### src/rtl/q2_lcd_ctrl.sv
// q2 bus display/keypad controller: turns CPU writes at IO_ADDR into
// HD44780-style LCD transactions and answers CPU reads with the keypad word.
module q2_lcd_ctrl #(
    parameter logic [11:0] IO_ADDR    = 12'hFFF,
    parameter int          FIFO_DEPTH = 8,
    parameter int          INIT_WAIT  = 1500000,
    parameter int          E_CYCLES   = 25,
    parameter int          CMD_WAIT   = 2000,
    parameter int          CLEAR_WAIT = 80000
) (
    input  logic        clk,
    input  logic        rst,
    input  logic [11:0] abus,
    input  logic [11:0] dbus_in,
    input  logic        wrm,
    input  logic        rdm,
    input  logic [11:0] keys_n,
    output logic [11:0] dbus_out,
    output logic        dbus_oe,
    output logic        lcd_rs,
    output logic        lcd_e,
    output logic [7:0]  lcd_data,
    output logic        busy,
    output logic        overflow
);

    localparam int AW       = (FIFO_DEPTH > 1) ? $clog2(FIFO_DEPTH) : 1;
    localparam int CNTW     = AW + 1;
    localparam int MAX_A    = (INIT_WAIT > E_CYCLES) ? INIT_WAIT : E_CYCLES;
    localparam int MAX_B    = (CMD_WAIT > CLEAR_WAIT) ? CMD_WAIT : CLEAR_WAIT;
    localparam int MAX_WAIT = (MAX_A > MAX_B) ? MAX_A : MAX_B;
    localparam int CW       = $clog2(MAX_WAIT + 1);

    typedef enum logic [2:0] {
        ST_INIT_WAIT,
        ST_IDLE,
        ST_SETUP,
        ST_PULSE,
        ST_HOLD
    } state_t;

    // Upper data bits carry no meaning for this device.
    logic unused_ok;
    assign unused_ok = ^dbus_in[11:9];

    // ------------------------------------------------------------------
    // Write decode
    // ------------------------------------------------------------------
    logic       wrm_prev;
    logic       wr_event;
    logic       push_req;
    logic [8:0] push_entry;

    // Remember last cycle's strobe so a long wrm yields a single event.
    always_ff @(posedge clk or posedge rst) begin
        if (rst) begin
            wrm_prev <= 1'b0;
        end else begin
            wrm_prev <= wrm;
        end
    end

    assign wr_event = wrm & ~wrm_prev & (abus == IO_ADDR);

    // Translate a CPU write into a {rs, byte} transaction, if it is one.
    always_comb begin
        push_req   = 1'b0;
        push_entry = 9'h000;
        if (wr_event) begin
            if (!dbus_in[8]) begin
                push_req = 1'b1;
                if ((dbus_in[7:0] < 8'h20) || (dbus_in[7:0] > 8'h7E)) begin
                    push_entry = {1'b1, 8'h3F};
                end else begin
                    push_entry = {1'b1, dbus_in[7:0]};
                end
            end else if (dbus_in[7]) begin
                push_req   = 1'b1;
                push_entry = {2'b01, dbus_in[6:0]};
            end else if (dbus_in[0]) begin
                push_req   = 1'b1;
                push_entry = 9'h001;
            end
        end
    end

    // ------------------------------------------------------------------
    // Transaction FIFO
    // ------------------------------------------------------------------
    logic [8:0]      fifo_mem [FIFO_DEPTH];
    logic [AW-1:0]   rd_ptr;
    logic [AW-1:0]   wr_ptr;
    logic [CNTW-1:0] count;
    logic            fifo_empty;
    logic            fifo_full;
    logic            pop;
    logic            push_ok;
    logic [8:0]      fifo_head;

    assign fifo_empty = (count == '0);
    assign fifo_full  = (count == CNTW'(FIFO_DEPTH));
    assign push_ok    = push_req & (~fifo_full | pop);
    assign fifo_head  = fifo_mem[rd_ptr];

    // Pointer/occupancy bookkeeping; a push on a full FIFO survives only
    // when the sequencer frees a slot in the same cycle.
    always_ff @(posedge clk or posedge rst) begin
        if (rst) begin
            rd_ptr   <= '0;
            wr_ptr   <= '0;
            count    <= '0;
            overflow <= 1'b0;
        end else begin
            if (push_ok) begin
                wr_ptr <= wr_ptr + AW'(1);
            end
            if (pop) begin
                rd_ptr <= rd_ptr + AW'(1);
            end
            if (push_ok && !pop) begin
                count <= count + CNTW'(1);
            end else if (pop && !push_ok) begin
                count <= count - CNTW'(1);
            end
            if (push_req && !push_ok) begin
                overflow <= 1'b1;
            end
        end
    end

    // Storage needs no reset; the pointers define what is valid.
    always_ff @(posedge clk) begin
        if (push_ok) begin
            fifo_mem[wr_ptr] <= push_entry;
        end
    end

    // ------------------------------------------------------------------
    // Keypad read path
    // ------------------------------------------------------------------
    logic [11:0] key_meta;
    logic [11:0] key_sync;

    // Two-flop synchronizer; idle (all released) keypad reads as all ones.
    always_ff @(posedge clk or posedge rst) begin
        if (rst) begin
            key_meta <= 12'hFFF;
            key_sync <= 12'hFFF;
        end else begin
            key_meta <= keys_n;
            key_sync <= key_meta;
        end
    end

    assign dbus_oe  = rdm & (abus == IO_ADDR);
    assign dbus_out = dbus_oe ? key_sync : 12'h000;

    // ------------------------------------------------------------------
    // LCD sequencer
    // ------------------------------------------------------------------
    state_t        state;
    state_t        state_nx;
    logic [CW-1:0] cnt;
    logic [CW-1:0] cnt_nx;
    logic [1:0]    init_step;
    logic [1:0]    init_step_nx;
    logic          rs_nx;
    logic [7:0]    data_nx;
    logic          e_nx;

    function automatic logic [7:0] init_byte(input logic [1:0] step);
        case (step)
            2'd0:    init_byte = 8'h38;
            2'd1:    init_byte = 8'h0C;
            2'd2:    init_byte = 8'h06;
            default: init_byte = 8'h01;
        endcase
    endfunction

    // State, timer and LCD pins are all registered so lcd_e is glitch-free.
    always_ff @(posedge clk or posedge rst) begin
        if (rst) begin
            state     <= ST_INIT_WAIT;
            cnt       <= CW'(INIT_WAIT - 1);
            init_step <= 2'd0;
            lcd_rs    <= 1'b0;
            lcd_data  <= 8'h00;
            lcd_e     <= 1'b0;
        end else begin
            state     <= state_nx;
            cnt       <= cnt_nx;
            init_step <= init_step_nx;
            lcd_rs    <= rs_nx;
            lcd_data  <= data_nx;
            lcd_e     <= e_nx;
        end
    end

    // Next-state logic; init_step parks at 3 once the power-up sequence ends,
    // so afterwards every HOLD returns to IDLE.
    always_comb begin
        state_nx     = state;
        cnt_nx       = cnt;
        init_step_nx = init_step;
        rs_nx        = lcd_rs;
        data_nx      = lcd_data;
        pop          = 1'b0;
        case (state)
            ST_INIT_WAIT: begin
                if (cnt == '0) begin
                    init_step_nx = 2'd0;
                    rs_nx        = 1'b0;
                    data_nx      = init_byte(2'd0);
                    state_nx     = ST_SETUP;
                end else begin
                    cnt_nx = cnt - CW'(1);
                end
            end
            ST_IDLE: begin
                if (!fifo_empty) begin
                    pop      = 1'b1;
                    rs_nx    = fifo_head[8];
                    data_nx  = fifo_head[7:0];
                    state_nx = ST_SETUP;
                end
            end
            ST_SETUP: begin
                cnt_nx   = CW'(E_CYCLES - 1);
                state_nx = ST_PULSE;
            end
            ST_PULSE: begin
                if (cnt == '0) begin
                    if (!lcd_rs && (lcd_data == 8'h01)) begin
                        cnt_nx = CW'(CLEAR_WAIT - 1);
                    end else begin
                        cnt_nx = CW'(CMD_WAIT - 1);
                    end
                    state_nx = ST_HOLD;
                end else begin
                    cnt_nx = cnt - CW'(1);
                end
            end
            ST_HOLD: begin
                if (cnt == '0) begin
                    if (init_step != 2'd3) begin
                        init_step_nx = init_step + 2'd1;
                        rs_nx        = 1'b0;
                        data_nx      = init_byte(init_step + 2'd1);
                        state_nx     = ST_SETUP;
                    end else begin
                        state_nx = ST_IDLE;
                    end
                end else begin
                    cnt_nx = cnt - CW'(1);
                end
            end
            default: begin
                state_nx = ST_INIT_WAIT;
            end
        endcase
        e_nx = (state_nx == ST_PULSE);
    end

    assign busy = (state != ST_IDLE) | ~fifo_empty;

endmodule

### config.mk
export PLATFORM = sky130hd
export DESIGN_NAME = q2_lcd_ctrl
export DESIGN_NICKNAME = d
export VERILOG_FILES = /design/src/rtl/q2_lcd_ctrl.sv
export SDC_FILE = /design/constraint.sdc
export NUM_CORES = 1
export LEC_CHECK = 0
export ABC_CLOCK_PERIOD_IN_PS = 2670
export CAP_MARGIN = 20
export CORE_UTILIZATION = 57
export DETAILED_ROUTE_END_ITERATION = 10
export DONT_BUFFER_PORTS = 1
export PLACE_DENSITY = 0.85
export SLEW_MARGIN = 20
export SYNTH_ARGS = -nofsm -noshare
export SYNTH_HDL_FRONTEND = slang
export SYNTH_SLANG_ARGS = --single-unit
### constraint.sdc
create_clock -name clk -period 2.67 [get_ports clk]
set_input_delay 0.267 -clock clk [delete_from_list [all_inputs] [get_ports clk]]
set_output_delay 0.267 -clock clk [all_outputs]
set_load 0.01 [all_outputs]
==> results of run 1 <==
worst max-delay path by stage:
| stage | to | slack (ns) | depth (start not counted) |
|---|---|---|---|
| floorplan | count[3] | 0.0006 | 12 |
| global placement | lcd_data[7] | 0.13 | 8 |
| detailed placement | lcd_data[0] | 0.09 | 8 |
| CTS | lcd_data[0] | 0.05 | 8 |
| global route | count[3] | 0.03 | 10 |
| finish | cnt[19] | 0.12 | 6 |
metal layers:
layer	wire length [um]	GRT usage, %
met2	7110	43.2
met3	1160	8.26
met1	5220	31.2
met4	227	9.78
met5	0	0
through the flow:
step / power, mW / hold slack [ns] / instances / setup WS (ns)
after CTS: 4.51 / 0.0234 / 673 / 0.0518
after global placement: 2.43 / 0.272 / 627 / 0.131
final: 4.47 / 0.0574 / 674 / 0.123
after global routing: 4.61 / 0.0272 / 674 / 0.0287
after detailed placement: 2.43 / 0.272 / 627 / 0.0910
after floorplan: 2.42 / 0.271 / 474 / 0.000563
worst max-delay path, cell delays in order, from the launching register on:
cell                      delay, ns
sky130_fd_sc_hd__dfrtp_1       0.47
sky130_fd_sc_hd__nor4_4        0.48
sky130_fd_sc_hd__nand4_2       0.22
sky130_fd_sc_hd__or4_4         0.49
sky130_fd_sc_hd__or4_1         0.43
sky130_fd_sc_hd__or3_1         0.32
sky130_fd_sc_hd__o21ai_1       0.07
sequential cells by signal, summed over array words and instances, names as in the netlist:
name and count:
cnt 21, count 4, fifo_mem 72, init_step 2, key_meta 12, key_sync 12
lcd_data 8, lcd_e 1, lcd_rs 1, overflow 1, rd_ptr 3, state 3
wr_ptr 3, wrm_prev 1
cells in the final DEF, fill, tap and decap left out, types with 16 or more instances in the layout:
master / count
sky130_fd_sc_hd__o21ai_0: 18
sky130_fd_sc_hd__mux4_2: 18
sky130_fd_sc_hd__clkbuf_16: 16
sky130_fd_sc_hd__dfrtp_1: 34
sky130_fd_sc_hd__a21oi_1: 17
sky130_fd_sc_hd__buf_4: 30
sky130_fd_sc_hd__nor2_1: 42
sky130_fd_sc_hd__nor3_1: 17
sky130_fd_sc_hd__edfxtp_1: 72
sky130_fd_sc_hd__dfstp_2: 38
sky130_fd_sc_hd__nand2_1: 24
cell type report:
class                      count  area (um^2)
sequential                   144         4010
clock buffer                  17          414
multi-input combinational    297         2290
inverter                      15         56.3
timing repair buffer          46          405
tap                          140          175
clock inverter                15          113
fill                         680         3420
power groups by stage:
stage          Clock (mW)  Combinational (mW)  Sequential (mW)
5_1_grt              2.20              0.0585             2.36
4_1_cts              2.10              0.0521             2.36
2_1_floorplan           0              0.0243             2.39
3_5_place_dp            0              0.0351             2.40
6_report             2.07              0.0510             2.36
3_3_place_gp            0              0.0341             2.40
logic make-up (layout without fill, tap and decap cells):
| family | after synthesis | in the layout | share of synthesized area (%) |
|---|---|---|---|
| buffers and inverters | 33 | 93 | 2.18 |
| AO/OA/AOI/OAI | 75 | 75 | 7.90 |
| adder cells (fa/ha/maj) | 12 | 12 | 2.46 |
| XOR/XNOR | 14 | 14 | 1.91 |
| AND/OR/NAND/NOR | 155 | 155 | 12.9 |
| flip-flops | 144 | 144 | 62.5 |
| multiplexers | 41 | 41 | 10.1 |
repair_timing:
item	4_1_cts	5_1_grt
buffers inserted	0	1
setup endpoints to repair	0	10
hold endpoints to repair	22	0
gates resized for setup	0	2
hold buffers	14	0
==> metrics.txt, run 1 <==
number of warnings reported in the yosys synthesis log 0; maximum count of clock buffers along a single path 2; switching component of the power 958 uW; mean instance size in the synthesized netlist around 14 um^2; commonest register cell after synthesis sky130_fd_sc_hd__edfxtp_1; switching share of power between 20% and 30%; instance count of the mapped netlist ~470; DRC errors left 0; fraction of layout cells with a size suffix above 1 a little over a quarter; Max-slew headroom 37.8%; synthesized cell area 6420 um^2; leakage power of the design 2.83 nW; max-cap violation count 0; Die Span X between 100 and 150 um; average routed wire per standard cell roughly 20 um; top post-synthesis cells by count sky130_fd_sc_hd__edfxtp_1, sky130_fd_sc_hd__nor2_1, sky130_fd_sc_hd__dfstp_2, sky130_fd_sc_hd__dfrtp_1, sky130_fd_sc_hd__nand2_1; startpoint kind of the worst setup timing path register; design area roughly 7500 um^2; actual transition at the worst max-transition pin 0.928 ns; overall die area between 10000 and 15000 um^2; Int Power approximately 3.5 mW; area overhead of the layout relative to synthesis 16.4%; Die Span Y ~110 um; worst min-delay path category input port to register; net count of the mapped netlist approximately 530; total number of vias ~4200; flip-flop and latch count after synthesis ~140; period utilization 95.4%; initial antenna violation count 0; nature of the critical path endpoint register; TritonCTS Sinks between 100 and 150; leading cell type by number of instances after synthesis sky130_fd_sc_hd__edfxtp_1; detailed placer's ending HPWL 8810 um; skew final approximately 0.010 ns; synth unique cells 60; I/O pin cnt 65; root buffer cell sky130_fd_sc_hd__clkbuf_8; flop2flop setup slack 0.12 ns; count of buffers inserted at the top-level ports 0; capture endpoint of the worst hold path fifo_mem[6][8]; H-tree depth 4; Max FO, Critical Path 7; cell type with the largest total area after synthesis sky130_fd_sc_hd__edfxtp_1; Sequential Power Share a little over half; Cell Rows 38; total of endpoints with negative setup slack in the final report 0; First-pass DRT Iterations 5; Post-synth EDFFs about 70; largest net degree at the start of global routing 40; remaining global-route overflow 0; global routing usage summed across all routing layers between 20% and 30%; area of the core 10900 um^2; CP Data Arrival Time approximately 3 ns; setup TNS 0 ns; fraction of power consumed by the clock network between 40% and 50%; final layout net count between 500 and 600; Tmin final around 2.5 ns; endpoint of the lowest-slack register-to-register path cnt[19]; status finished, final reports clean; via count of the first global-routing pass roughly 4500; ys async rst share between 50% and 60%; largest cells by area after synthesis sky130_fd_sc_hd__edfxtp_1, sky130_fd_sc_hd__dfstp_2, sky130_fd_sc_hd__dfrtp_1; Critical Path Source cnt[5]; unrepaired setup endpoints after global routing false; WL final about 14000 um; number of clock buffers inserted by TritonCTS 17; power density cells 599 nW/um^2; fraction of post-synthesis cell area in the top cell type by area 33.7%; final max-slew violation count 0; highest clock frequency the design can meet ~390 MHz; worst hold stages 1; ANT cells 0; number of nets with antenna violations after routing 0; post-layout utilization of the core a little under 70%; global-route wire length before repair 22100 um; number of DRC markers after the initial detailed-route iteration approximately 340; critical path type register to register; routability-driven placement congestion ratio ~0.90; sequential share of the synthesized area between 60% and 70%; reg-to-reg startpoint cnt[5]; initial standard-cell utilization of the core between 50% and 60%; clock tree from TritonCTS done; depth of the most critical reg-to-reg path 6; area post-placement 6770 um^2; Fin. Hold Viols 0; Worst Path Required roughly 3.1 ns; Min-Delay Startpoint dbus_in[8]; clock latency reported for the late side of the worst-skew pair 0.53 ns; clock slew at the register clock pins of the worst setup and hold paths ~0.070 ns; combinational fraction of design power under 10%; detail-routed via count per cell about 6.3; Peak VDD IR 0.000537 V
(Power assumes the default switching activity.)
==> inputs of run 2 (changes only) <==
--- a/config.mk
+++ b/config.mk
@@ -6,11 +6,11 @@
 export NUM_CORES = 1
 export LEC_CHECK = 0
 export ABC_CLOCK_PERIOD_IN_PS = 2670
-export CAP_MARGIN = 20
 export CORE_UTILIZATION = 57
 export DETAILED_ROUTE_END_ITERATION = 10
 export DONT_BUFFER_PORTS = 1
 export PLACE_DENSITY = 0.85
+export REMOVE_ABC_BUFFERS = 1
 export SLEW_MARGIN = 20
 export SYNTH_ARGS = -nofsm -noshare
 export SYNTH_HDL_FRONTEND = slang
==> run 2 against run 1 <==
Effect of this change:
- sequential share of layout area shrank 0.47 points
- fmax shrank 1.8%
- total power grew 6.9%
- via count grew 1.2%
- clock skew shrank 0.0010 ns
- die area is the same
- first-iteration DRC count grew 23%
- clock power grew 15%
- wire length grew 4.4%
- non-clock buffer count grew 4
- sequential power is essentially flat
- worst setup slack lost 0.046 ns
- critical endpoint is now cnt[11]
==> metrics.txt, run 2 (same netlist as run 1, synthesis figures left out) <==
Filler Cells Inserted 693 (+1.9%); clock tree from TritonCTS done; final layout net count 577 (+0.70%); First-pass DRT Iterations 6 (+1); number of nets with antenna violations after routing 0 (unchanged); power density cells 635 nW/um^2 (+6.0%); highest clock frequency the design can meet 386 MHz (-1.8%); area overhead of the layout relative to synthesis 17.5%; total number of vias 4284 (+1.2%); global routing usage summed across all routing layers 26.2% (+0.42 points); number of clock buffers inserted by TritonCTS 17 (unchanged); flop2flop setup slack 0.08 ns (-0.05 ns); reg-to-reg startpoint cnt[1]; WL final 14300 um (+4.4%); total of endpoints with negative setup slack in the final report 0 (unchanged); unrepaired setup endpoints after global routing false; remaining global-route overflow 0 (unchanged); Worst Path Required 3.12 ns (about the same); root buffer cell sky130_fd_sc_hd__clkbuf_8; DRC errors left 0 (unchanged); routability-driven placement congestion ratio 0.838 (-6.6%); nature of the critical path endpoint register; depth of the most critical reg-to-reg path 9 (+3); fraction of layout cells with a size suffix above 1 27.6% (+0.41 points); largest net degree at the start of global routing 31 (-23%); Die Span X 108 um (unchanged); Critical Path Source cnt[1]; register with the most flip-flops fifo_mem; most common cell after layout, fill and taps aside sky130_fd_sc_hd__edfxtp_1; global-route wire length before repair 22200 um (+0.66%); final max-slew violation count 0 (unchanged); overall die area 11700 um^2 (unchanged); Max FO, Critical Path 6 (-1); footprint of the multi-input gates 2280 um^2 (-0.71%); initial antenna violation count 0 (unchanged); I/O pin cnt 65 (unchanged); actual transition at the worst max-transition pin 0.655 ns (-0.273 ns); max FFs per register 72 (unchanged); Fin. Hold Viols 0 (unchanged); Cell Rows 38 (unchanged); worst min-delay path category input port to register; critical path type register to register; skew final 0.00925 ns (-0.00102 ns); average routed wire per standard cell 21.2 um (+3.9%); Max-slew headroom 56.3% (+19 points); post-route worst setup slack 0.0767 ns (-0.0461 ns); endpoint of the lowest-slack register-to-register path cnt[11]; area of the core 10900 um^2 (unchanged); initial standard-cell utilization of the core 58.9% (unchanged); most used cells in the layout excluding fill and tap cells sky130_fd_sc_hd__edfxtp_1, sky130_fd_sc_hd__nor2_1, sky130_fd_sc_hd__dfstp_2; count of buffers inserted at the top-level ports 0 (unchanged); clock slew at the register clock pins of the worst setup and hold paths 0.07 ns (about the same); period utilization 97.1% (+1.7 points); ANT cells 0 (unchanged); leakage power of the design 2.89 nW (+2.1%); area post-placement 6770 um^2 (about the same); detailed placer's ending HPWL 9380 um (+6.5%); H-tree depth 4 (unchanged); Peak VDD IR 0.000683 V (+27%); via count of the first global-routing pass 4410 (-2.6%); TritonCTS Sinks 144 (unchanged); status finished, final reports clean; clock latency reported for the late side of the worst-skew pair 0.53 ns (about the same); Tmin final 2.59 ns (+0.0461 ns); CP Data Arrival Time 3.04 ns (+0.04 ns); pre-CTS WS -0.0529 ns (-0.144 ns); maximum count of clock buffers along a single path 2 (unchanged); detail-routed via count per cell 6.33 (+0.73%); Die Span Y 108 um (unchanged); register area 4010 um^2 (unchanged); design area 7540 um^2 (+0.89%); Largest regs fifo_mem (72), cnt (21); Critical path destination cnt[11]; startpoint kind of the worst setup timing path register; max-cap violation count 0 (unchanged); number of DRC markers after the initial detailed-route iteration 417 (+23%)
-- run 2: worst max-delay path, stage by stage, from the launching register on --
cell and delay (ns):
sky130_fd_sc_hd__dfstp_2 0.58, sky130_fd_sc_hd__inv_1 0.08, sky130_fd_sc_hd__ha_1 0.21, sky130_fd_sc_hd__nor4b_2 0.18, sky130_fd_sc_hd__and4_1 0.23, sky130_fd_sc_hd__nand3_1 0.11
sky130_fd_sc_hd__buf_4 0.14, sky130_fd_sc_hd__a31oi_1 0.19, sky130_fd_sc_hd__or4_2 0.67, sky130_fd_sc_hd__nand3_1 0.12
-- run 2: layout make-up --
type,count,share of cell area [%]
Multi-Input combinational cell,297,30.2
Clock inverter,14,2.36
Timing Repair Buffer,50,5.61
Inverter,15,0.747
Clock buffer,17,5.50
Sequential cell,144,53.2
Tap cell,140,2.32
-- run 2: where the power goes --
| group | total [mW] | internal (mW) | switching, mW |
|---|---|---|---|
| logic | 0.0505 | 0.0202 | 0.0303 |
| clock network | 2.38 | 1.44 | 0.941 |
| registers | 2.36 | 2.35 | 0.00589 |
-- run 2: how the worst min path moves through the flow --
stage | startpoint | to | slack, ns | cells after the start
detailed placement | rst | lcd_e | 0.18 | 1
floorplan | keys_n[0] | key_meta[0] | 0.27 | 0
CTS | dbus_in[8] | fifo_mem[2][8] | 0.03 | 1
finish | dbus_in[8] | fifo_mem[2][8] | 0.06 | 1
global route | dbus_in[8] | fifo_mem[2][8] | 0.03 | 1
global placement | rst | lcd_e | 0.16 | 1
-- run 2: through the flow --
| step | instances | hold WS [ns] | utilization [%] | TNS, ns | total power, mW |
|---|---|---|---|---|---|
| finish | 677 | 0.0554 | 69.2 | 0 | 4.78 |
| global route | 677 | 0.0258 | 69.2 | 0 | 4.92 |
| CTS | 676 | 0.0309 | 69.0 | 0 | 4.81 |
| detailed placement | 631 | 0.175 | 62.2 | -0.0529 | 2.43 |
| global placement | 631 | 0.164 | 62.2 | 0 | 2.43 |
| floorplan | 456 | 0.271 | - | -10.08 | 2.42 |
-- run 2: timing repair --
action                                  CTS  global route
buffers inserted                          0             1
endpoints found under the hold margin    32             0
cloned                                    0             0
endpoints found under the setup margin   10            10
pin swaps                                 0             2
hold buffers                             14             0
gates resized for setup                   1             2
-- run 2: per-layer routing --
metal | up-vias | share of wire [%] | track usage (%)
met5 | - | 0 | 0
met4 | 0 | 2.8 | 13.6
met3 | 31 | 6.9 | 6.69
met2 | 215 | 50 | 42.6
met1 | 2144 | 40 | 32.5
li1 | 1894 | - | -
